## src/rtl/mips_pkg.sv

```systemverilog
// Shared definitions for the multicycle MIPS core: opcode/funct codes,
// controller states and instruction field positions.
package mips_pkg;

    // Instruction field bit positions (independent of XLEN)
    localparam int OP_MSB  = 31;
    localparam int OP_LSB  = 26;
    localparam int RS_MSB  = 25;
    localparam int RS_LSB  = 21;
    localparam int RT_MSB  = 20;
    localparam int RT_LSB  = 16;
    localparam int RD_MSB  = 15;
    localparam int RD_LSB  = 11;
    localparam int SH_MSB  = 10;
    localparam int SH_LSB  = 6;
    localparam int FN_MSB  = 5;
    localparam int FN_LSB  = 0;
    localparam int IMM_MSB = 15;
    localparam int IMM_LSB = 0;
    localparam int TGT_MSB = 25;
    localparam int TGT_LSB = 0;

    // Primary opcodes
    localparam logic [5:0] OP_RTYPE = 6'h00;
    localparam logic [5:0] OP_J     = 6'h02;
    localparam logic [5:0] OP_BEQ   = 6'h04;
    localparam logic [5:0] OP_BNE   = 6'h05;
    localparam logic [5:0] OP_ADDI  = 6'h08;
    localparam logic [5:0] OP_LW    = 6'h23;
    localparam logic [5:0] OP_SW    = 6'h2B;
    localparam logic [5:0] OP_HALT  = 6'h3F;

    // R-type function codes
    localparam logic [5:0] FN_SLL = 6'h00;
    localparam logic [5:0] FN_SRL = 6'h02;
    localparam logic [5:0] FN_JR  = 6'h08;
    localparam logic [5:0] FN_ADD = 6'h20;
    localparam logic [5:0] FN_SUB = 6'h22;
    localparam logic [5:0] FN_AND = 6'h24;
    localparam logic [5:0] FN_OR  = 6'h25;
    localparam logic [5:0] FN_SLT = 6'h2A;

    typedef enum logic [2:0] {
        FETCH  = 3'd0,
        DECODE = 3'd1,
        EXEC   = 3'd2,
        MEM    = 3'd3,
        WB     = 3'd4,
        HALT   = 3'd5
    } state_t;

endpackage

```

## src/rtl/mips_regfile.sv

```systemverilog
// 32 x XLEN register file: two combinational read ports, one synchronous
// write port. Register 0 always reads zero and ignores writes.
module mips_regfile
    import mips_pkg::*;
#(
    parameter int XLEN = 32
) (
    input  logic            clock,
    input  logic            reset,
    input  logic [4:0]      raddr_a,
    input  logic [4:0]      raddr_b,
    output logic [XLEN-1:0] rdata_a,
    output logic [XLEN-1:0] rdata_b,
    input  logic            we,
    input  logic [4:0]      waddr,
    input  logic [XLEN-1:0] wdata
);

    logic [XLEN-1:0] regs_reg [32];

    // Clear every register on reset; otherwise write any register except $0
    always_ff @(posedge clock) begin
        if (reset) begin
            for (int i = 0; i < 32; i++) begin
                regs_reg[i] <= '0;
            end
        end else if (we && (waddr != 5'd0)) begin
            regs_reg[waddr] <= wdata;
        end
    end

    assign rdata_a = (raddr_a == 5'd0) ? '0 : regs_reg[raddr_a];
    assign rdata_b = (raddr_b == 5'd0) ? '0 : regs_reg[raddr_b];

endmodule

```

## src/rtl/mips_multicycle_core.sv

```systemverilog
// Multicycle MIPS subset core with req/ack instruction and data ports.
// Optional build macro MIPS_MC_PERF_EN adds cycle/retire counters.
module mips_multicycle_core
    import mips_pkg::*;
#(
    parameter int                 XLEN     = 32,
    parameter int                 ADDR_W   = 32,
    parameter logic [ADDR_W-1:0]  RESET_PC = '0
) (
    input  logic              clock,
    input  logic              reset,
    output logic              imem_req,
    output logic [ADDR_W-1:0] imem_addr,
    input  logic              imem_ack,
    input  logic [31:0]       imem_rdata,
    output logic              dmem_req,
    output logic              dmem_we,
    output logic [ADDR_W-1:0] dmem_addr,
    output logic [XLEN-1:0]   dmem_wdata,
    input  logic              dmem_ack,
    input  logic [XLEN-1:0]   dmem_rdata,
    output logic              halted,
    output logic              illegal,
    output logic [ADDR_W-1:0] pc_out
`ifdef MIPS_MC_PERF_EN
    ,
    output logic [31:0]       cycle_cnt,
    output logic [31:0]       retire_cnt
`endif
);

    state_t            state_reg, state_next;
    logic [ADDR_W-1:0] pc_reg, pc_next;
    logic [31:0]       ir_reg, ir_next;
    logic [XLEN-1:0]   a_reg, a_next, b_reg, b_next, imm_reg, imm_next;
    logic [XLEN-1:0]   alu_reg, alu_next, mdr_reg, mdr_next;
    logic              imem_req_reg, imem_req_next;
    logic [ADDR_W-1:0] imem_addr_reg, imem_addr_next;
    logic              dmem_req_reg, dmem_req_next, dmem_we_reg, dmem_we_next;
    logic [ADDR_W-1:0] dmem_addr_reg, dmem_addr_next;
    logic [XLEN-1:0]   dmem_wdata_reg, dmem_wdata_next;
    logic              illegal_reg, illegal_next;

    logic              rf_we;
    logic [4:0]        rf_waddr;
    logic [XLEN-1:0]   rf_wdata, rf_rdata_a, rf_rdata_b;

    logic [5:0]        opcode, funct;
    logic [4:0]        rs, rt, rd, shamt;
    logic [ADDR_W-1:0] pc_inc, br_tgt;
    logic [XLEN-1:0]   eff_addr;

    assign opcode   = ir_reg[OP_MSB:OP_LSB];
    assign rs       = ir_reg[RS_MSB:RS_LSB];
    assign rt       = ir_reg[RT_MSB:RT_LSB];
    assign rd       = ir_reg[RD_MSB:RD_LSB];
    assign shamt    = ir_reg[SH_MSB:SH_LSB];
    assign funct    = ir_reg[FN_MSB:FN_LSB];
    assign pc_inc   = pc_reg + ADDR_W'(1);
    assign br_tgt   = pc_inc + ADDR_W'($signed(ir_reg[IMM_MSB:IMM_LSB]));
    assign eff_addr = a_reg + imm_reg;

    mips_regfile #(.XLEN(XLEN)) u_regfile (
        .clock   (clock),
        .reset   (reset),
        .raddr_a (rs),
        .raddr_b (rt),
        .rdata_a (rf_rdata_a),
        .rdata_b (rf_rdata_b),
        .we      (rf_we),
        .waddr   (rf_waddr),
        .wdata   (rf_wdata)
    );

    // Controller state and datapath registers; reset abandons any transfer
    always_ff @(posedge clock) begin
        if (reset) begin
            state_reg      <= FETCH;
            pc_reg         <= RESET_PC;
            ir_reg         <= '0;
            a_reg          <= '0;
            b_reg          <= '0;
            imm_reg        <= '0;
            alu_reg        <= '0;
            mdr_reg        <= '0;
            imem_req_reg   <= 1'b0;
            imem_addr_reg  <= '0;
            dmem_req_reg   <= 1'b0;
            dmem_we_reg    <= 1'b0;
            dmem_addr_reg  <= '0;
            dmem_wdata_reg <= '0;
            illegal_reg    <= 1'b0;
        end else begin
            state_reg      <= state_next;
            pc_reg         <= pc_next;
            ir_reg         <= ir_next;
            a_reg          <= a_next;
            b_reg          <= b_next;
            imm_reg        <= imm_next;
            alu_reg        <= alu_next;
            mdr_reg        <= mdr_next;
            imem_req_reg   <= imem_req_next;
            imem_addr_reg  <= imem_addr_next;
            dmem_req_reg   <= dmem_req_next;
            dmem_we_reg    <= dmem_we_next;
            dmem_addr_reg  <= dmem_addr_next;
            dmem_wdata_reg <= dmem_wdata_next;
            illegal_reg    <= illegal_next;
        end
    end

    // Next-state, ALU and bus-request logic; a request is raised on the
    // same edge that enters FETCH/MEM so zero-wait memory costs one cycle
    always_comb begin
        state_next      = state_reg;
        pc_next         = pc_reg;
        ir_next         = ir_reg;
        a_next          = a_reg;
        b_next          = b_reg;
        imm_next        = imm_reg;
        alu_next        = alu_reg;
        mdr_next        = mdr_reg;
        imem_req_next   = imem_req_reg;
        imem_addr_next  = imem_addr_reg;
        dmem_req_next   = dmem_req_reg;
        dmem_we_next    = dmem_we_reg;
        dmem_addr_next  = dmem_addr_reg;
        dmem_wdata_next = dmem_wdata_reg;
        illegal_next    = illegal_reg;
        rf_we           = 1'b0;
        rf_waddr        = (opcode == OP_RTYPE) ? rd : rt;
        rf_wdata        = (opcode == OP_LW) ? mdr_reg : alu_reg;

        case (state_reg)
            FETCH: begin
                if (!imem_req_reg) begin
                    // first fetch after reset
                    imem_req_next  = 1'b1;
                    imem_addr_next = pc_reg;
                end else if (imem_ack) begin
                    imem_req_next = 1'b0;
                    ir_next       = imem_rdata;
                    state_next    = DECODE;
                end
            end
            DECODE: begin
                a_next     = rf_rdata_a;
                b_next     = rf_rdata_b;
                imm_next   = XLEN'($signed(ir_reg[IMM_MSB:IMM_LSB]));
                state_next = EXEC;
            end
            EXEC: begin
                state_next = WB;
                case (opcode)
                    OP_RTYPE: begin
                        case (funct)
                            FN_ADD: alu_next = a_reg + b_reg;
                            FN_SUB: alu_next = a_reg - b_reg;
                            FN_AND: alu_next = a_reg & b_reg;
                            FN_OR:  alu_next = a_reg | b_reg;
                            FN_SLT: alu_next = {{(XLEN-1){1'b0}}, ($signed(a_reg) < $signed(b_reg))};
                            FN_SLL: alu_next = b_reg << shamt;
                            FN_SRL: alu_next = b_reg >> shamt;
                            FN_JR: begin
                                pc_next    = ADDR_W'(a_reg);
                                state_next = FETCH;
                            end
                            default: begin
                                illegal_next = 1'b1;
                                state_next   = HALT;
                            end
                        endcase
                    end
                    OP_ADDI: alu_next = eff_addr;
                    OP_LW, OP_SW: begin
                        dmem_req_next  = 1'b1;
                        dmem_we_next   = (opcode == OP_SW);
                        dmem_addr_next = ADDR_W'(eff_addr);
                        if (opcode == OP_SW) begin
                            dmem_wdata_next = b_reg;
                        end
                        state_next = MEM;
                    end
                    OP_BEQ: begin
                        pc_next    = (a_reg == b_reg) ? br_tgt : pc_inc;
                        state_next = FETCH;
                    end
                    OP_BNE: begin
                        pc_next    = (a_reg != b_reg) ? br_tgt : pc_inc;
                        state_next = FETCH;
                    end
                    OP_J: begin
                        pc_next    = ADDR_W'(ir_reg[TGT_MSB:TGT_LSB]);
                        state_next = FETCH;
                    end
                    OP_HALT: state_next = HALT;
                    default: begin
                        illegal_next = 1'b1;
                        state_next   = HALT;
                    end
                endcase
            end
            MEM: begin
                if (dmem_ack) begin
                    dmem_req_next = 1'b0;
                    dmem_we_next  = 1'b0;
                    if (dmem_we_reg) begin
                        pc_next    = pc_inc;
                        state_next = FETCH;
                    end else begin
                        mdr_next   = dmem_rdata;
                        state_next = WB;
                    end
                end
            end
            WB: begin
                rf_we      = 1'b1;
                pc_next    = pc_inc;
                state_next = FETCH;
            end
            default: ; // HALT: everything frozen until reset
        endcase

        // Entering FETCH from a completed instruction starts the next fetch
        if ((state_next == FETCH) && (state_reg != FETCH)) begin
            imem_req_next  = 1'b1;
            imem_addr_next = pc_next;
        end
    end

    assign imem_req   = imem_req_reg;
    assign imem_addr  = imem_addr_reg;
    assign dmem_req   = dmem_req_reg;
    assign dmem_we    = dmem_we_reg;
    assign dmem_addr  = dmem_addr_reg;
    assign dmem_wdata = dmem_wdata_reg;
    assign halted     = (state_reg == HALT);
    assign illegal    = illegal_reg;
    assign pc_out     = pc_reg;

`ifdef MIPS_MC_PERF_EN
    logic retire_evt;
    assign retire_evt = (state_reg == WB) ||
                        ((state_reg == MEM) && (state_next == FETCH)) ||
                        ((state_reg == EXEC) && ((state_next == FETCH) ||
                         ((state_next == HALT) && !illegal_next)));

    // Free-running activity counters, both wrap
    always_ff @(posedge clock) begin
        if (reset) begin
            cycle_cnt  <= '0;
            retire_cnt <= '0;
        end else begin
            if (state_reg != HALT) begin
                cycle_cnt <= cycle_cnt + 32'd1;
            end
            if (retire_evt) begin
                retire_cnt <= retire_cnt + 32'd1;
            end
        end
    end
`endif

endmodule

```

## config.mk

```make
export PLATFORM = sky130hd
export DESIGN_NAME = mips_multicycle_core
export DESIGN_NICKNAME = d
export VERILOG_FILES = /design/src/rtl/mips_pkg.sv /design/src/rtl/mips_regfile.sv /design/src/rtl/mips_multicycle_core.sv
export SDC_FILE = /design/constraint.sdc
export NUM_CORES = 2
export LEC_CHECK = 0
export CAP_MARGIN = 0
export CORE_AREA = 3 3 549 551
export CTS_CLUSTER_DIAMETER = 30
export CTS_CLUSTER_SIZE = 28
export DETAILED_ROUTE_END_ITERATION = 7
export DIE_AREA = 0 0 552 554
export REMOVE_ABC_BUFFERS = 1
export SYNTH_ARGS = -nofsm -noshare
export SYNTH_HDL_FRONTEND = slang
export SYNTH_SLANG_ARGS = --single-unit
```

## constraint.sdc

```tcl
create_clock -name clock -period 5.9 [get_ports clock]
set_input_delay 1.18 -clock clock [delete_from_list [all_inputs] [get_ports clock]]
set_output_delay 1.18 -clock clock [all_outputs]
set_load 0.03 [all_outputs]
```

==> results.py <==
metrics = {
    "route": {
        "postRouteAntennaNets": 0,
        "drc": 0,
        "routed_via_density": 5.606,
        "route.detailed.wl_per_inst_um": 29.25,
        "vias": 62114,
        "drt-total-wl_mm": 324.1,
        "drtIter0Drc": 8557,
        "dr.pass1.iters": 6,
    },
    "pwr": {
        "vdd_drop_max_mv": 0.3822,
        "p_clk_share_pct": 56.3,
        "power_frac_seq_pct": 32.9,
        "p_comb_share_pct": 10.8,
        "switching_share_pct": 24.89,
        "leakage_nw": 31.64,
        "power_density_nw_per_um2": 342.4,
        "p_total_mw": 32.93,
        "power.switching_mw": 8.195,
        "intPower_mw": 24.73,
    },
    "place": {
        "dp.final_hpwl_mm": 217.4,
        "place_area_um2": 84830,
        "routabilityCongestion": 0.9950,
        "dp.cells": 10480,
        "place_ws_ns": 0.6965,
        "io_buffers": 200,
    },
    "clocking": {
        "clkSinkCount": 1345,
        "root_buffer": "clkbuf_16",
        "numCtsBuffers": 337,
        "clkSlewWorstSetupHoldPaths_ns": 0.04,
        "postCtsSetupRepairBufs": 0,
        "cts_resized": 0,
        "cts_buffer_depth": 4,
        "clock_latency_ns": 0.95,
        "postCtsHoldBufs": 0,
        "htreeDepth": 5,
        "cts_tree": "built",
    },
    "yosys": {
        "syn_inst": 6675,
        "yosys_warnings": 0,
        "synth-edff-count": 1024,
        "syn_area_um2": 77130,
        "ys_ff_latch": 1345,
        "synth_area_leaders": "edfxtp_1 (40%), mux4_2 (20%), dfxtp_1 (8.3%)",
        "async_reset_ff_share_pct": 0,
        "yosysTopAreaCellShare_pct": 39.87,
        "yosysSeqAreaShare_pct": 48.20,
        "synthFlopType": "edfxtp_1",
        "synth.largest_area_cell": "edfxtp_1",
        "synth_cell_types": 95,
        "synth.avg_cell_area_um2": 11.56,
    },
    "critical_path": {
        "crit_chain": "ha_1 -> nand2_1 -> nor3_1 -> nand2_1 -> nor3_1 -> buf_4 -> and3_1 -> xor2_1 -> ha_1 -> and3_1 -> a221o_1 -> a21oi_1 -> nand2_1 -> nor3_1 -> buf_4 -> o31ai_1 -> mux2_2 -> a2111oi_2 -> o22a_1 -> nor2_1 -> a211oi_2",
        "worstPathArrival_ns": 6.04,
        "crit_path_start_kind": "flop",
        "crit_slowest_cell": "dfxtp_1",
        "path_class": "flop to flop",
        "crit_path_max_incr_delay_ns": 0.51,
        "cp_max_fo": 10,
        "crit_required_ns": 6.70,
        "worstSetupEndpointType": "flop",
    },
    "sta": {
        "fmax_mhz": 190.6,
        "min_period_over_period_pct": 88.90,
        "setup_viol": 0,
        "fin_ws_ns": 0.6547,
        "hold_viol": 0,
        "skew_ns": 0.09682,
        "slew_headroom_pct": 13.21,
        "grt_setup_unrepaired": "false",
        "period_minus_slack_ns": 5.245,
        "whs_ns": 0.4498,
        "finalMaxSlewViolations": 0,
        "worst_pin_slew_ns": 1.275,
        "setup-tns-final_ns": 0,
    },
    "floorplan": {
        "chipHeight_um": 554,
        "fp.dieW_um": 552,
        "io_pins": 201,
        "fp.dieArea_um2": 305800,
        "num_rows": 200,
        "core_um2": 296800,
        "initial_core_util_pct": 25.99,
    },
    "finish": {
        "drive_gt1_share_pct": 22.74,
        "flow.area_growth_from_synthesis_pct": 24.68,
        "finalCoreUtilization_pct": 32.40,
        "largest_reg_flops": 1024,
        "layout.nets": 7116,
        "fill_cells": 29439,
        "stdcell_area_um2": 96170,
        "post_layout_nonfiller_instances": 11079,
    },
    "hold_path": {
        "hold_path_class": "flop to flop",
    },
    "job": {
        "cap_violations": 0,
    },
    "global_routing": {
        "grt_max_degree": 92,
        "grtUsageTotal_pct": 20.47,
        "overflow": 0,
        "first_global_vias": 61019,
        "antenna_found_initial": 18,
        "grt_pass1_wl_mm": 455.2,
    },
    "run_status": {
        "status": "complete, no violations",
    },
}
## final cells by class
cell class / instances / area (um^2) / area share, %
clock buffer: 401 / 9034 / 9.394
inverter: 145 / 544.3 / 0.5660
timing repair buffer: 449 / 4364 / 4.538
sequential: 1345 / 37220 / 38.70
tap: 3939 / 4928 / 5.125
multi-input combinational: 4602 / 37770 / 39.28
clock inverter: 195 / 2297 / 2.389
antenna: 3 / 7.507 / 0.007806
## critical path, delay by kind of cell (launching register included)
kind | cells | cell delay, ns
flip-flops | 1 | 0.51
AO/OA/AOI/OAI | 6 | 1.35
adder cells (fa/ha/maj) | 2 | 0.74
buffers and inverters | 2 | 0.37
AND/OR/NAND/NOR | 9 | 1.61
multiplexers | 1 | 0.31
XOR/XNOR | 1 | 0.23
## cell usage after synthesis (9+ instances only)
| master | instances |
|---|---|
| nor2_1 | 1396 |
| edfxtp_1 | 1024 |
| mux4_2 | 677 |
| nand2_1 | 523 |
| clkbuf_1 | 504 |
| a21oi_1 | 452 |
| dfxtp_1 | 321 |
| mux2i_1 | 177 |
| o21ai_0 | 173 |
| ha_1 | 164 |
| inv_1 | 142 |
| a211oi_1 | 104 |
| buf_1 | 72 |
| xnor2_1 | 72 |
| nor3_1 | 67 |
| nand2b_1 | 57 |
| nand3_1 | 49 |
| a221oi_1 | 46 |
| nor2b_1 | 45 |
| a21o_1 | 43 |
| xor2_1 | 36 |
| and3_1 | 35 |
| o211ai_1 | 31 |
| o22ai_1 | 31 |
| buf_2 | 30 |
| o21bai_1 | 27 |
| o221ai_1 | 25 |
| a31oi_1 | 24 |
| o31ai_1 | 20 |
| a221o_1 | 19 |
| a22oi_1 | 18 |
| and2_1 | 18 |
| mux2_2 | 18 |
| o21a_1 | 17 |
| or3_1 | 17 |
| a211o_1 | 15 |
| nor4_1 | 12 |
| nand4_1 | 10 |
| a311oi_1 | 9 |
| nand3b_1 | 9 |
| o21ai_1 | 9 |
## logic make-up (layout without fill, tap and decap cells)
| logic type | Yosys count | count (layout) | share of synthesized area (%) |
|---|---|---|---|
| simple gates | 2279 | 2279 | 12.27 |
| flops | 1345 | 1345 | 48.20 |
| compound gates | 1143 | 1143 | 9.429 |
| mux | 872 | 872 | 22.33 |
| buf+inv | 759 | 1190 | 3.784 |
| fa+ha+maj | 168 | 168 | 2.764 |
| xor+xnor | 108 | 108 | 1.226 |
| other cells | 1 | 35 | 0.004862 |
## path summary, 6_finish.rpt
kind | from | endpoint | slack [ns] | depth (start not counted)
worst min-delay path | dmem_addr[0]$_SDFFE_PP0P_ | dmem_addr[0]$_SDFFE_PP0P_ | 0.45 | 2
worst max register to register | pc_out[0]$_SDFF_PP0_ | imem_addr[28]$_SDFFE_PP0P_ | 0.65 | 21
worst min register to register | dmem_addr[0]$_SDFFE_PP0P_ | dmem_addr[0]$_SDFFE_PP0P_ | 0.45 | 2
worst max-delay path | pc_out[0]$_SDFF_PP0_ | imem_addr[28]$_SDFFE_PP0P_ | 0.65 | 21
## cell usage in the layout, fill, tap and decap left out, types with 32 or more instances in the layout
| cell type | instances |
|---|---|
| nor2_1 | 1388 |
| conb_1 | 32 |
| nor3_1 | 65 |
| and3_1 | 34 |
| clkinv_1 | 42 |
| a221oi_1 | 46 |
| o21ai_0 | 173 |
| buf_4 | 210 |
| a211oi_1 | 103 |
| nand2_1 | 496 |
| bufinv_16 | 48 |
| a21oi_1 | 452 |
| clkbuf_1 | 37 |
| nand3_1 | 49 |
| ha_1 | 164 |
| a21o_1 | 43 |
| mux4_2 | 677 |
| xnor2_1 | 72 |
| nor2b_1 | 45 |
| dfxtp_1 | 306 |
| inv_1 | 142 |
| xor2_1 | 36 |
| mux2i_1 | 145 |
| edfxtp_1 | 1024 |
| clkbuf_16 | 345 |
| buf_12 | 39 |
| clkinv_2 | 55 |
| clkdlybuf4s50_1 | 199 |
## per-layer routing
| layer | wire [um] | vias up | global-route usage [%] | part of all wire [%] |
|---|---|---|---|---|
| met1 | 121500 | 31504 | 25.96 | 37 |
| li1 | - | 25489 | - | - |
| met5 | 48 | - | 0 | 0.015 |
| met3 | 36540 | 853 | 5.306 | 11 |
| met2 | 147500 | 4260 | 32.15 | 46 |
| met4 | 18530 | 8 | 10.57 | 5.7 |
## power groups by stage
stage | sequential, mW | combinational, mW | clock (mW)
2_1_floorplan | 11.1 | 2.10 | 0
3_3_place_gp | 11.0 | 3.45 | 0
3_5_place_dp | 11.0 | 3.45 | 0
4_1_cts | 10.8 | 3.47 | 18.6
5_1_grt | 10.9 | 3.68 | 19.2
6_report | 10.8 | 3.55 | 18.5
Power figures use the tool's default switching activity.
